--- src/rtl/column_audio_pkg.sv ---
// Shared widths, tap FSM state type and the 1.17 -> saturated s16 conversion
// for the column audio tap.
package column_audio_pkg;

    localparam int ROW_W = 5;
    localparam int U_W   = 18;
    localparam int AUD_W = 16;

    typedef enum logic [1:0] {
        WAIT_LEAVE,
        ARMED,
        SETTLING,
        CAPTURE
    } tap_state_t;

    // Truncate 1.17 to 1.15, then left shift; clamp when the bits shifted out
    // disagree with the resulting sign.
    function automatic logic [AUD_W-1:0] sat_shift16(input logic [U_W-1:0] u,
                                                     input logic [2:0]     shift);
        logic [AUD_W+7:0] wide;
        wide = {{8{u[U_W-1]}}, u[U_W-1:2]} << shift;
        if ((&wide[AUD_W+7:AUD_W-1]) || !(|wide[AUD_W+7:AUD_W-1]))
            return wide[AUD_W-1:0];
        else if (u[U_W-1])
            return 16'h8000;
        else
            return 16'h7FFF;
    endfunction

endpackage

--- src/rtl/column_audio_tap_if.sv ---
// Audio sample stream from the column tap to the audio-bus master.
// Handshake: a beat transfers on a rising clk edge where aud_valid && aud_ready;
// aud_data is held stable while aud_valid && !aud_ready, and aud_valid never
// depends combinationally on aud_ready.
interface column_audio_tap_if;
    import column_audio_pkg::*;

    logic [AUD_W-1:0] aud_data;
    logic             aud_valid;
    logic             aud_ready;

    modport master (output aud_data, output aud_valid, input aud_ready);
    modport slave  (input aud_data, input aud_valid, output aud_ready);

endinterface

--- src/rtl/audio_tap_fifo.sv ---
// Synchronous FIFO with a registered head word, separate occupancy count and a
// one-cycle drop flag for pushes refused while full.
module audio_tap_fifo #(
    parameter  int DEPTH = 8,
    parameter  int WIDTH = 16,
    localparam int PTR_W = $clog2(DEPTH),
    localparam int LVL_W = $clog2(DEPTH + 1)
) (
    input  logic             clk,
    input  logic             rst,
    input  logic             push,
    input  logic [WIDTH-1:0] din,
    input  logic             pop,
    output logic [WIDTH-1:0] dout,
    output logic [LVL_W-1:0] level,
    output logic             empty,
    output logic             drop
);

    logic [WIDTH-1:0] mem [DEPTH];
    logic [PTR_W-1:0] wr_ptr;
    logic [PTR_W-1:0] rd_ptr;
    logic [PTR_W-1:0] rd_ptr_nx;
    logic [LVL_W-1:0] level_nx;
    logic             full;
    logic             pop_ok;
    logic             push_ok;

    assign empty     = (level == '0);
    assign full      = (level == LVL_W'(DEPTH));
    assign pop_ok    = pop && !empty;
    // A pop in the same cycle frees the slot, so a full FIFO still accepts.
    assign push_ok   = push && (!full || pop_ok);
    assign drop      = push && !push_ok;
    assign rd_ptr_nx = pop_ok ? rd_ptr + 1'b1 : rd_ptr;

    always_comb begin
        level_nx = level;
        if (push_ok && !pop_ok)
            level_nx = level + 1'b1;
        else if (!push_ok && pop_ok)
            level_nx = level - 1'b1;
    end

    always_ff @(posedge clk) begin
        if (push_ok)
            mem[wr_ptr] <= din;
    end

    always_ff @(posedge clk) begin
        if (rst) begin
            wr_ptr <= '0;
            rd_ptr <= '0;
            level  <= '0;
            dout   <= '0;
        end else begin
            if (push_ok)
                wr_ptr <= wr_ptr + 1'b1;
            rd_ptr <= rd_ptr_nx;
            level  <= level_nx;
            // The next head is the word being written when it lands in the read slot.
            if (level_nx == '0)
                dout <= '0;
            else if (push_ok && (wr_ptr == rd_ptr_nx))
                dout <= din;
            else
                dout <= mem[rd_ptr_nx];
        end
    end

endmodule

--- src/rtl/column_audio_tap.sv ---
// Samples u_np1 at the tap row once per time step, converts it to saturated s16
// audio and buffers it. Optional peak meter: define AUDIO_TAP_PEAK_EN.
module column_audio_tap
    import column_audio_pkg::*;
#(
    parameter  int NUM_ROW    = 33,
    parameter  int TAP_ROW    = 16,
    parameter  int SETTLE     = 2,
    parameter  int DECIM      = 1,
    parameter  int GAIN_SHIFT = 0,
    parameter  int FIFO_DEPTH = 8,
    localparam int LVL_W      = $clog2(FIFO_DEPTH + 1)
) (
    input  logic                 clk,
    input  logic                 rst,
    input  logic                 en,
    input  logic [ROW_W-1:0]     row_in,
    input  logic [U_W-1:0]       u_np1_in,
    column_audio_tap_if.master   aud,
    output logic                 sim_hold,
    output logic                 overflow,
    output logic [15:0]          drop_cnt,
    output logic [LVL_W-1:0]     fifo_level,
    output tap_state_t           tap_state
`ifdef AUDIO_TAP_PEAK_EN
    ,
    output logic [AUD_W-1:0]     peak,
    input  logic                 peak_clr
`endif
);

    if (TAP_ROW >= NUM_ROW || SETTLE < 1 || SETTLE > 7 || DECIM < 1 || DECIM > 255 ||
        GAIN_SHIFT < 0 || GAIN_SHIFT > 7 || (FIFO_DEPTH & (FIFO_DEPTH - 1)) != 0) begin : g_bad_cfg
        $error("column_audio_tap: illegal parameter set");
    end

    localparam logic [ROW_W-1:0] TAP = ROW_W'(TAP_ROW);

    logic [2:0]       settle_cnt;
    logic [7:0]       decim_cnt;
    logic             decim_hit;
    logic             push;
    logic             drop;
    logic             fifo_empty;
    logic [AUD_W-1:0] sample;

    assign decim_hit = (decim_cnt == 8'(DECIM - 1));
    assign push      = en && (tap_state == CAPTURE) && decim_hit;
    assign sample    = sat_shift16(u_np1_in, 3'(GAIN_SHIFT));

    always_ff @(posedge clk) begin
        if (rst) begin
            tap_state  <= WAIT_LEAVE;
            settle_cnt <= '0;
            decim_cnt  <= '0;
        end else if (!en) begin
            tap_state <= WAIT_LEAVE;
        end else begin
            case (tap_state)
                // Only arm once the column has moved off the tap row.
                WAIT_LEAVE: if (row_in != TAP) tap_state <= ARMED;
                ARMED: begin
                    if (row_in == TAP) begin
                        tap_state  <= SETTLING;
                        settle_cnt <= 3'(SETTLE - 1);
                    end
                end
                SETTLING: begin
                    if (row_in != TAP)
                        tap_state <= ARMED;
                    else if (settle_cnt == '0)
                        tap_state <= CAPTURE;
                    else
                        settle_cnt <= settle_cnt - 1'b1;
                end
                CAPTURE: begin
                    tap_state <= WAIT_LEAVE;
                    decim_cnt <= decim_hit ? 8'd0 : decim_cnt + 8'd1;
                end
                default: tap_state <= WAIT_LEAVE;
            endcase
        end
    end

    audio_tap_fifo #(
        .DEPTH (FIFO_DEPTH),
        .WIDTH (AUD_W)
    ) u_fifo (
        .clk   (clk),
        .rst   (rst),
        .push  (push),
        .din   (sample),
        .pop   (aud.aud_ready),
        .dout  (aud.aud_data),
        .level (fifo_level),
        .empty (fifo_empty),
        .drop  (drop)
    );

    assign aud.aud_valid = !fifo_empty;

    // sim_hold lags fifo_level by a cycle, so it trips one entry early.
    always_ff @(posedge clk) begin
        if (rst) begin
            sim_hold <= 1'b0;
            overflow <= 1'b0;
            drop_cnt <= '0;
        end else begin
            sim_hold <= (fifo_level >= LVL_W'(FIFO_DEPTH - 1));
            if (drop)
                overflow <= 1'b1;
            if (drop && drop_cnt != 16'hFFFF)
                drop_cnt <= drop_cnt + 16'd1;
        end
    end

`ifdef AUDIO_TAP_PEAK_EN
    logic [AUD_W-1:0] mag;

    always_comb begin
        mag = sample;
        if (sample == 16'h8000)
            mag = 16'h7FFF;
        else if (sample[AUD_W-1])
            mag = -sample;
    end

    always_ff @(posedge clk) begin
        if (rst)
            peak <= '0;
        else if (push && !drop)
            peak <= (peak_clr || mag > peak) ? mag : peak;
        else if (peak_clr)
            peak <= '0;
    end
`endif

endmodule

--- src/flat_wrapper.sv ---
// flat-port wrapper written by rule: the top's interface ports become plain ports
module column_audio_tap_flat import column_audio_pkg::*;
#(
    parameter  int NUM_ROW    = 33,
    parameter  int TAP_ROW    = 16,
    parameter  int SETTLE     = 2,
    parameter  int DECIM      = 1,
    parameter  int GAIN_SHIFT = 0,
    parameter  int FIFO_DEPTH = 8,
    localparam int LVL_W      = $clog2(FIFO_DEPTH + 1)
)
  (clk, rst, en, row_in, u_np1_in, sim_hold, overflow, drop_cnt, fifo_level, tap_state, aud_aud_data, aud_aud_valid, aud_aud_ready);
  column_audio_tap_if aud_i ();
  input  logic clk;
  input  logic rst;
  input  logic en;
  input  logic [ROW_W-1:0] row_in;
  input  logic [U_W-1:0] u_np1_in;
  output logic sim_hold;
  output logic overflow;
  output logic [15:0] drop_cnt;
  output logic [LVL_W-1:0] fifo_level;
  output tap_state_t tap_state;
  output wire logic [$bits(aud_i.aud_data)-1:0] aud_aud_data;
  output wire logic [$bits(aud_i.aud_valid)-1:0] aud_aud_valid;
  input wire logic [$bits(aud_i.aud_ready)-1:0] aud_aud_ready;
  assign aud_aud_data = aud_i.aud_data;
  assign aud_aud_valid = aud_i.aud_valid;
  assign aud_i.aud_ready = aud_aud_ready;
  column_audio_tap #(.NUM_ROW(NUM_ROW), .TAP_ROW(TAP_ROW), .SETTLE(SETTLE), .DECIM(DECIM), .GAIN_SHIFT(GAIN_SHIFT), .FIFO_DEPTH(FIFO_DEPTH)) u_core (.clk(clk), .rst(rst), .en(en), .row_in(row_in), .u_np1_in(u_np1_in), .aud(aud_i), .sim_hold(sim_hold), .overflow(overflow), .drop_cnt(drop_cnt), .fifo_level(fifo_level), .tap_state(tap_state));
endmodule
--- config.mk ---
export PLATFORM = sky130hd
export DESIGN_NAME = column_audio_tap_flat
export DESIGN_NICKNAME = d
export VERILOG_FILES = /design/src/rtl/column_audio_pkg.sv /design/src/rtl/column_audio_tap_if.sv /design/src/rtl/audio_tap_fifo.sv /design/src/rtl/column_audio_tap.sv /design/src/flat_wrapper.sv
export SDC_FILE = /design/constraint.sdc
export NUM_CORES = 1
export LEC_CHECK = 0
export CORE_AREA = 5 5 160 116
export CTS_CLUSTER_SIZE = 28
export DETAILED_ROUTE_END_ITERATION = 7
export DIE_AREA = 0 0 165 121
export GPL_ROUTABILITY_DRIVEN = 0
export GPL_TIMING_DRIVEN = 0
export PLACE_DENSITY = 0.71
export SLEW_MARGIN = 10
export SYNTH_ARGS = -nofsm -noshare
export SYNTH_HDL_FRONTEND = slang
export SYNTH_SLANG_ARGS = --single-unit
--- constraint.sdc ---
create_clock -name clk -period 3 [get_ports clk]
set_input_delay 0.45 -clock clk [delete_from_list [all_inputs] [get_ports clk]]
set_output_delay 0.45 -clock clk [all_outputs]
set_load 0.1 [all_outputs]
* Yosys cells after proc, flatten, opt, wreduce, memory -nomap -nowiden
Memories as Yosys holds them, arrays and structs flattened. A register that Yosys moved wholly into a read port is not among the register bits.
Index checks and enable logic that the tools add are counted.
** Operators by class
- Div/mod/pow operators :: 0
- Reductions and logical operators :: 24
- Multipliers :: 0
- $add $sub $neg :: 7
- Order comparisons :: 1
- Mux-type cells :: 15
- Eq/ne operators :: 12
- Bitwise gates (word level) :: 1
- Shift-type cells :: 0
** Operators with widths (count)
- 16-bit by 1-bit adder with 16-bit output (second input constant) :: 1
- 16-bit inequality test (second input constant) :: 1
- 3-bit 2-to-1 mux :: 4
- 8-bit by 1-bit adder with 8-bit output (second input constant) :: 1
- 1-bit logical AND :: 8
- 4-bit zero test :: 2
- 8-bit zero test :: 1
- 2-bit 2-to-1 mux :: 4
- 4-bit 2-to-1 mux :: 2
- 8-bit 2-to-1 mux :: 1
- 2-bit one-hot mux with 4 select lines :: 1
- 3-bit by 1-bit adder with 3-bit output (second input constant) :: 2
- 3-bit one-hot mux with 2 select lines :: 1
- 5-bit == test (second input constant) :: 1
- 5-bit inequality test (second input constant) :: 1
- 5-bit AND reduction :: 1
- 4-bit by 1-bit adder with 4-bit output (second input constant) :: 1
- 2-bit == test (second input constant) :: 2
- 4-bit == test (second input constant) :: 1
- 4-bit by 3-bit >= comparator with 1-bit output (second input constant) :: 1
- 1-bit zero test :: 4
- 2-bit by 1-bit inequality test with 1-bit output (second input constant) :: 2
- 2-bit inequality test (second input constant) :: 2
- 2-bit OR reduction :: 2
- 12 further kinds :: 13
** Word-level totals
- Word-level logic and storage cells :: 70
- Latch bits :: 0
- Bits in read-only memories :: 0
- Memories :: 1
- RAM bits :: 128
- Register bits :: 41
** Memories
- u_core.u_fifo.mem :: depth 8, bits a word 16, rd ports 1, clocked after memory_dff 1, write ports 1, line audio_tap_fifo.sv:20 : logic [WIDTH-1:0] mem [DEPTH];

* Longest topological paths before layout
- Word-level depth :: 11
- Depth in mapped cells :: 11
- Depth with buffers taken out :: 8

* Hierarchy
A second synthesis with hierarchy kept.
** Unflattened totals
- Cell total of the unflattened synthesis :: 746
- Area total of the unflattened synthesis :: 9066.2 um^2
** Modules (own cells, without submodules)
- audio_tap_fifo :: area an instance 7514.7 um^2, times used 1, cells an instance 569, seq. area each 4364.2 um^2
- column_audio_tap :: area an instance 1551.5 um^2, times used 1, cells an instance 177, seq. area each 620.6 um^2

* Worst setup path after synthesis
No wires, ideal clock.
- Kind :: flip-flop to flip-flop
- From :: register u_core.u_fifo.level[0]
- To :: memory u_core.u_fifo.mem[2][0], enable pin
- Library setup time :: 409 ps
- Arrival :: 3558 ps
- Setup slack :: -968 ps
- Data required time :: 2591 ps
- Buffers on the path :: 0
- Stages on the path, launching flop included :: 7
- Clock period less this slack :: 3968 ps
- Path through :: dfxtp_1 -> inv_1 -> ha_1 -> and4bb_2 -> nor4_4 -> nand2_1 -> nor3_1
** Between the ends
- Longest elaborated chain between the ends :: 7
- Elaborated cells between the ends (all ways) :: 9
- Classes of those cells :: eq/ne: 1; mux: 2; reduce/logical: 6
** RTL lines
- start, declared :: line audio_tap_fifo.sv:15 : output logic [LVL_W-1:0] level,
- start signal, assigned :: line audio_tap_fifo.sv:60 : level <= level_nx;
- 4-bit zero test :: line audio_tap_fifo.sv:29 : assign empty = (level == '0);
- 1-bit zero test :: line audio_tap_fifo.sv:31 : assign pop_ok = pop && !empty;
- 1-bit logical AND :: line audio_tap_fifo.sv:31
- 1-bit logical OR * :: line audio_tap_fifo.sv:33 : assign push_ok = push && (!full || pop_ok);
- 1-bit logical AND * :: line audio_tap_fifo.sv:33
- 1-bit 2-to-1 mux * :: line audio_tap_fifo.sv:46 : if (push_ok)
- 1-bit 2-to-1 mux (not written as such) * :: line audio_tap_fifo.sv:47 : mem[wr_ptr] <= din;
- end, declared :: line audio_tap_fifo.sv:20
Every way passes the cells marked *; elsewhere a longest branch is shown, timed or not.

* Worst setup path in the final report
- From :: register u_core.u_fifo.level[0]
- To :: register u_core.u_fifo.dout[7] (read register of u_core.u_fifo.mem)
** Between the ends
- Longest elaborated chain between the ends :: 11
- Elaborated cells between the ends (all ways) :: 18
- Classes of those cells :: add/sub: 2; eq/ne: 1; mux: 3; reduce/logical: 12
** RTL lines
- 4-bit zero test :: line audio_tap_fifo.sv:29
- 1-bit zero test :: line audio_tap_fifo.sv:31
- 1-bit logical AND :: line audio_tap_fifo.sv:31
- 1-bit logical OR :: line audio_tap_fifo.sv:33
- 1-bit logical AND :: line audio_tap_fifo.sv:33
- 1-bit zero test :: line audio_tap_fifo.sv:41 : else if (!push_ok && pop_ok)
- 1-bit logical AND :: line audio_tap_fifo.sv:41
- 4-bit 2-to-1 mux :: line audio_tap_fifo.sv:41
- 4-bit 2-to-1 mux :: line audio_tap_fifo.sv:39 : if (push_ok && !pop_ok)
- 4-bit zero test :: line audio_tap_fifo.sv:62 : if (level_nx == '0)
- 2-bit OR reduction (no line)
- end, declared :: line audio_tap_fifo.sv:14 : output logic [WIDTH-1:0] dout,
Several ways; a longest one is shown, not always the timed one.
A chain may end at the register's enable or synchronous reset.

==> flow_metrics.env <==
export IMPL_rsz0062_at_grt="no"
export IMPL_dpl_hpwl_um=14100
export IMPL_synth_compound_gate_area_share=0.129
export IMPL_reg2reg_from="u_core.u_fifo.level[0]"
export IMPL_syn_to_final_growth_pct=22.9
export IMPL_synthDistinctLibCells=62
export IMPL_final_common_cell="edfxtp_1"
export IMPL_finalWirelength_um=21500
export IMPL_cts_root_buf="clkbuf_16"
export IMPL_arrival_ps=3160
export IMPL_worstPathRequired_ps=3270
export IMPL_whs_ps=479
export IMPL_vias=6107
export IMPL_mostFrequentLayoutCells="128 x edfxtp_1, 86 x nor2_1, 64 x o22ai_1, 64 x clkdlybuf4s50_1, 52 x dfxtp_1"
export IMPL_drt_iter0_drc=568
export IMPL_synthMuxAreaShare=0.0493
export IMPL_multi_input_area_mm2=0.00311
export IMPL_fin_util=0.603
export IMPL_ys_seq_area_frac=0.604
export IMPL_max_freq_ghz=0.345
export IMPL_synth_top_family_by_area="simple AND/OR/NAND/NOR gates"
export IMPL_cts_num_sinks=185
export IMPL_placed_area_mm2=0.00923
export IMPL_syn_area_mm2=0.00825
export IMPL_die_x_um=165
export IMPL_via_per_inst=6.03
export IMPL_synth_edff_count=128
export IMPL_drv_cap=0
export IMPL_seqCellArea_mm2=0.00499
export IMPL_holdPathEnd="u_core.overflow"
export IMPL_p_per_area_mw_per_mm2=801
export IMPL_cp_max_fo=10
export IMPL_design_area_mm2=0.0101
export IMPL_io_pins=68
export IMPL_start_kind="flop"
export IMPL_ir_drop_mv=0.452
export IMPL_die_y_um=121
export IMPL_drc=0
export IMPL_synth_fp_nets=704
export IMPL_report_final_slew_viol_count=0
export IMPL_drt_antenna_violating_nets=0
export IMPL_synthSimpleGateAreaFrac=0.142
export IMPL_cts_buffers=17
export IMPL_crit_type="flop to flop"
export IMPL_status="completed"
export IMPL_min_delay_start="u_core.overflow"
export IMPL_clk_path_buf_depth=2
export IMPL_timing_final_crit_period_ps=2890
export IMPL_n_fill_cell=1307
export IMPL_grt_use_total=0.221
export IMPL_fin_ws_ps=106
export IMPL_grt_pass1_wl_um=33700
export IMPL_clk_pin_slew_ps=70
export IMPL_wl_per_cell_um=21.3
export IMPL_place_ws_ps=-701
export IMPL_worstMarginPinSlew_ps=988
export IMPL_timing_hold_violations_final=0
export IMPL_ff2ff_setup_slack_ps=110
export IMPL_clock_skew_final_ps=6.61
export IMPL_grt_overflow=0
export IMPL_fin_crit_sh=0.965
export IMPL_end_kind="flop"
export IMPL_holdBufCountCts=0
export IMPL_avgSynthCellArea_um2=12.3
export IMPL_setup_tns_ps=0
export IMPL_yosys_warnings=0
export IMPL_n_antenna_cell=0
export IMPL_netlist_instances=668
export IMPL_rr_worst_depth=11
export IMPL_drt_pass1_iterations=5
export IMPL_slew_headroom=0.339
export IMPL_grt_pass1_vias=6055
export IMPL_grt_start_max_net_pins=17
export IMPL_synthAdderAreaFrac=0.0137
export IMPL_setup_violations=0
export IMPL_coreArea_mm2=0.0168
export IMPL_start_util=0.490
export IMPL_yosys_most_used_dff="edfxtp_1"
export IMPL_r2r_end="u_core.u_fifo.dout[7]"
export IMPL_drive_above_1_share=0.151
export IMPL_io_buffers=65
export IMPL_holdPathStages=2
export IMPL_synthArstFlopShare=0
export IMPL_ys_ff_latch=185
export IMPL_synth_xor_area_frac=0.0288
export IMPL_cts_max_level=4
export IMPL_design_die_area_mm2=0.0200
export IMPL_clock_latency_ps=430
export IMPL_p_leak_uw=0.00330
export IMPL_hp_class="flop to flop"
export IMPL_cts_tree="yes"
export IMPL_antenna_found_initial=0
export IMPL_core_rowCount=40
export IMPL_fin_nets=804
per-layer routing:
layer / global-route usage / up-vias / part of all wire
li1: - / 2779 / -
met3: 0.0570 / 26 / 0.088
met1: 0.314 / 3030 / 0.44
met2: 0.336 / 272 / 0.46
met4: 0.0665 / 0 / 0.016
met5: 0 / - / 0
repair_timing:
action	in CTS	in global routing
pin swaps	4	5
gates resized for setup	8	22
endpoints found under the setup margin	134	95
buffers inserted	9	7
where the power goes:
group	leakage [uW]	internal, uW	switching [uW]
Combinational	0.00140	1060	1920
Clock	0.000288	1320	961
Sequential	0.00161	2820	53.7
Total	0.00330	5190	2930
final cells by class:
cell class / count / share of cell area
Buffer: 46 / 0.0237
Clock buffer: 18 / 0.0423
Inverter: 11 / 0.00407
Clock inverter: 14 / 0.0164
Timing Repair Buffer: 81 / 0.0858
Tap cell: 231 / 0.0285
Multi-Input combinational cell: 426 / 0.307
Sequential cell: 185 / 0.492
cells by family (layout without fill, tap and decap cells):
logic type	after synthesis	after routing
fa+ha+maj	9	9
buf+inv	57	170
xor+xnor	25	25
simple gates	204	204
mux	39	39
compound gates	149	149
flops	185	185
synthesized netlist by cell type, types with 11 or more instances:
cell	n	share of area
xor2_1	16	0.017
nand4_1	16	0.012
nor2_1	92	0.042
o221ai_1	15	0.016
mux2i_1	37	0.045
o211ai_1	32	0.029
buf_2	11	0.0067
o22ai_1	64	0.049
edfxtp_1	128	0.47
nor4b_2	12	0.022
inv_1	11	0.0050
nand2_1	20	0.0091
clkbuf_1	27	0.012
dfxtp_1	57	0.14
per-stage QoR:
step / instances / total power [uW]
final: 1012 / 8120
after global routing: 1012 / 8440
after CTS: 1005 / 8020
after detailed placement: 964 / 5760
after global placement: 964 / 5680
after floorplan: 668 / 5020
worst max-delay path by stage:
| stage | endpoint | startpoint | slack, ps | cells past startpoint |
|---|---|---|---|---|
| floorplan | u_core.u_fifo.mem[4][0] | u_core.u_fifo.level[0] | 9 | 6 |
| global placement | u_core.u_fifo.mem[6][3] | aud_aud_ready | -610 | 5 |
| detailed placement | u_core.u_fifo.mem[6][15] | en | -700 | 5 |
| CTS | u_core.u_fifo.mem[5][2] | u_core.u_fifo.level[0] | -270 | 6 |
| global route | u_core.u_fifo.dout[7] | u_core.u_fifo.level[0] | 10 | 11 |
| finish | u_core.u_fifo.dout[7] | u_core.u_fifo.level[0] | 110 | 11 |
registers in the layout, indices dropped and copies added, names as in the netlist:
signal and cells:
u_core.tap_state 2, u_core.u_fifo.mem 128, u_core.decim_cnt 8, u_core.u_fifo.rd_ptr 3
u_core.u_fifo.dout 16, u_core.overflow 1, u_core.u_fifo.wr_ptr 3, u_core.drop_cnt 16
u_core.settle_cnt 3, u_core.sim_hold 1, u_core.u_fifo.level 4
critical path: stages (launching register included):
cell	delay, ps
dfxtp_2	360
inv_1	110
ha_2	240
or3b_1	360
buf_4	190
and2_1	180
buf_6	140
o22a_1	150
or3_4	340
a31oi_4	340
buf_6	250
nor4b_2	80
Power figures use the tool's default switching activity.
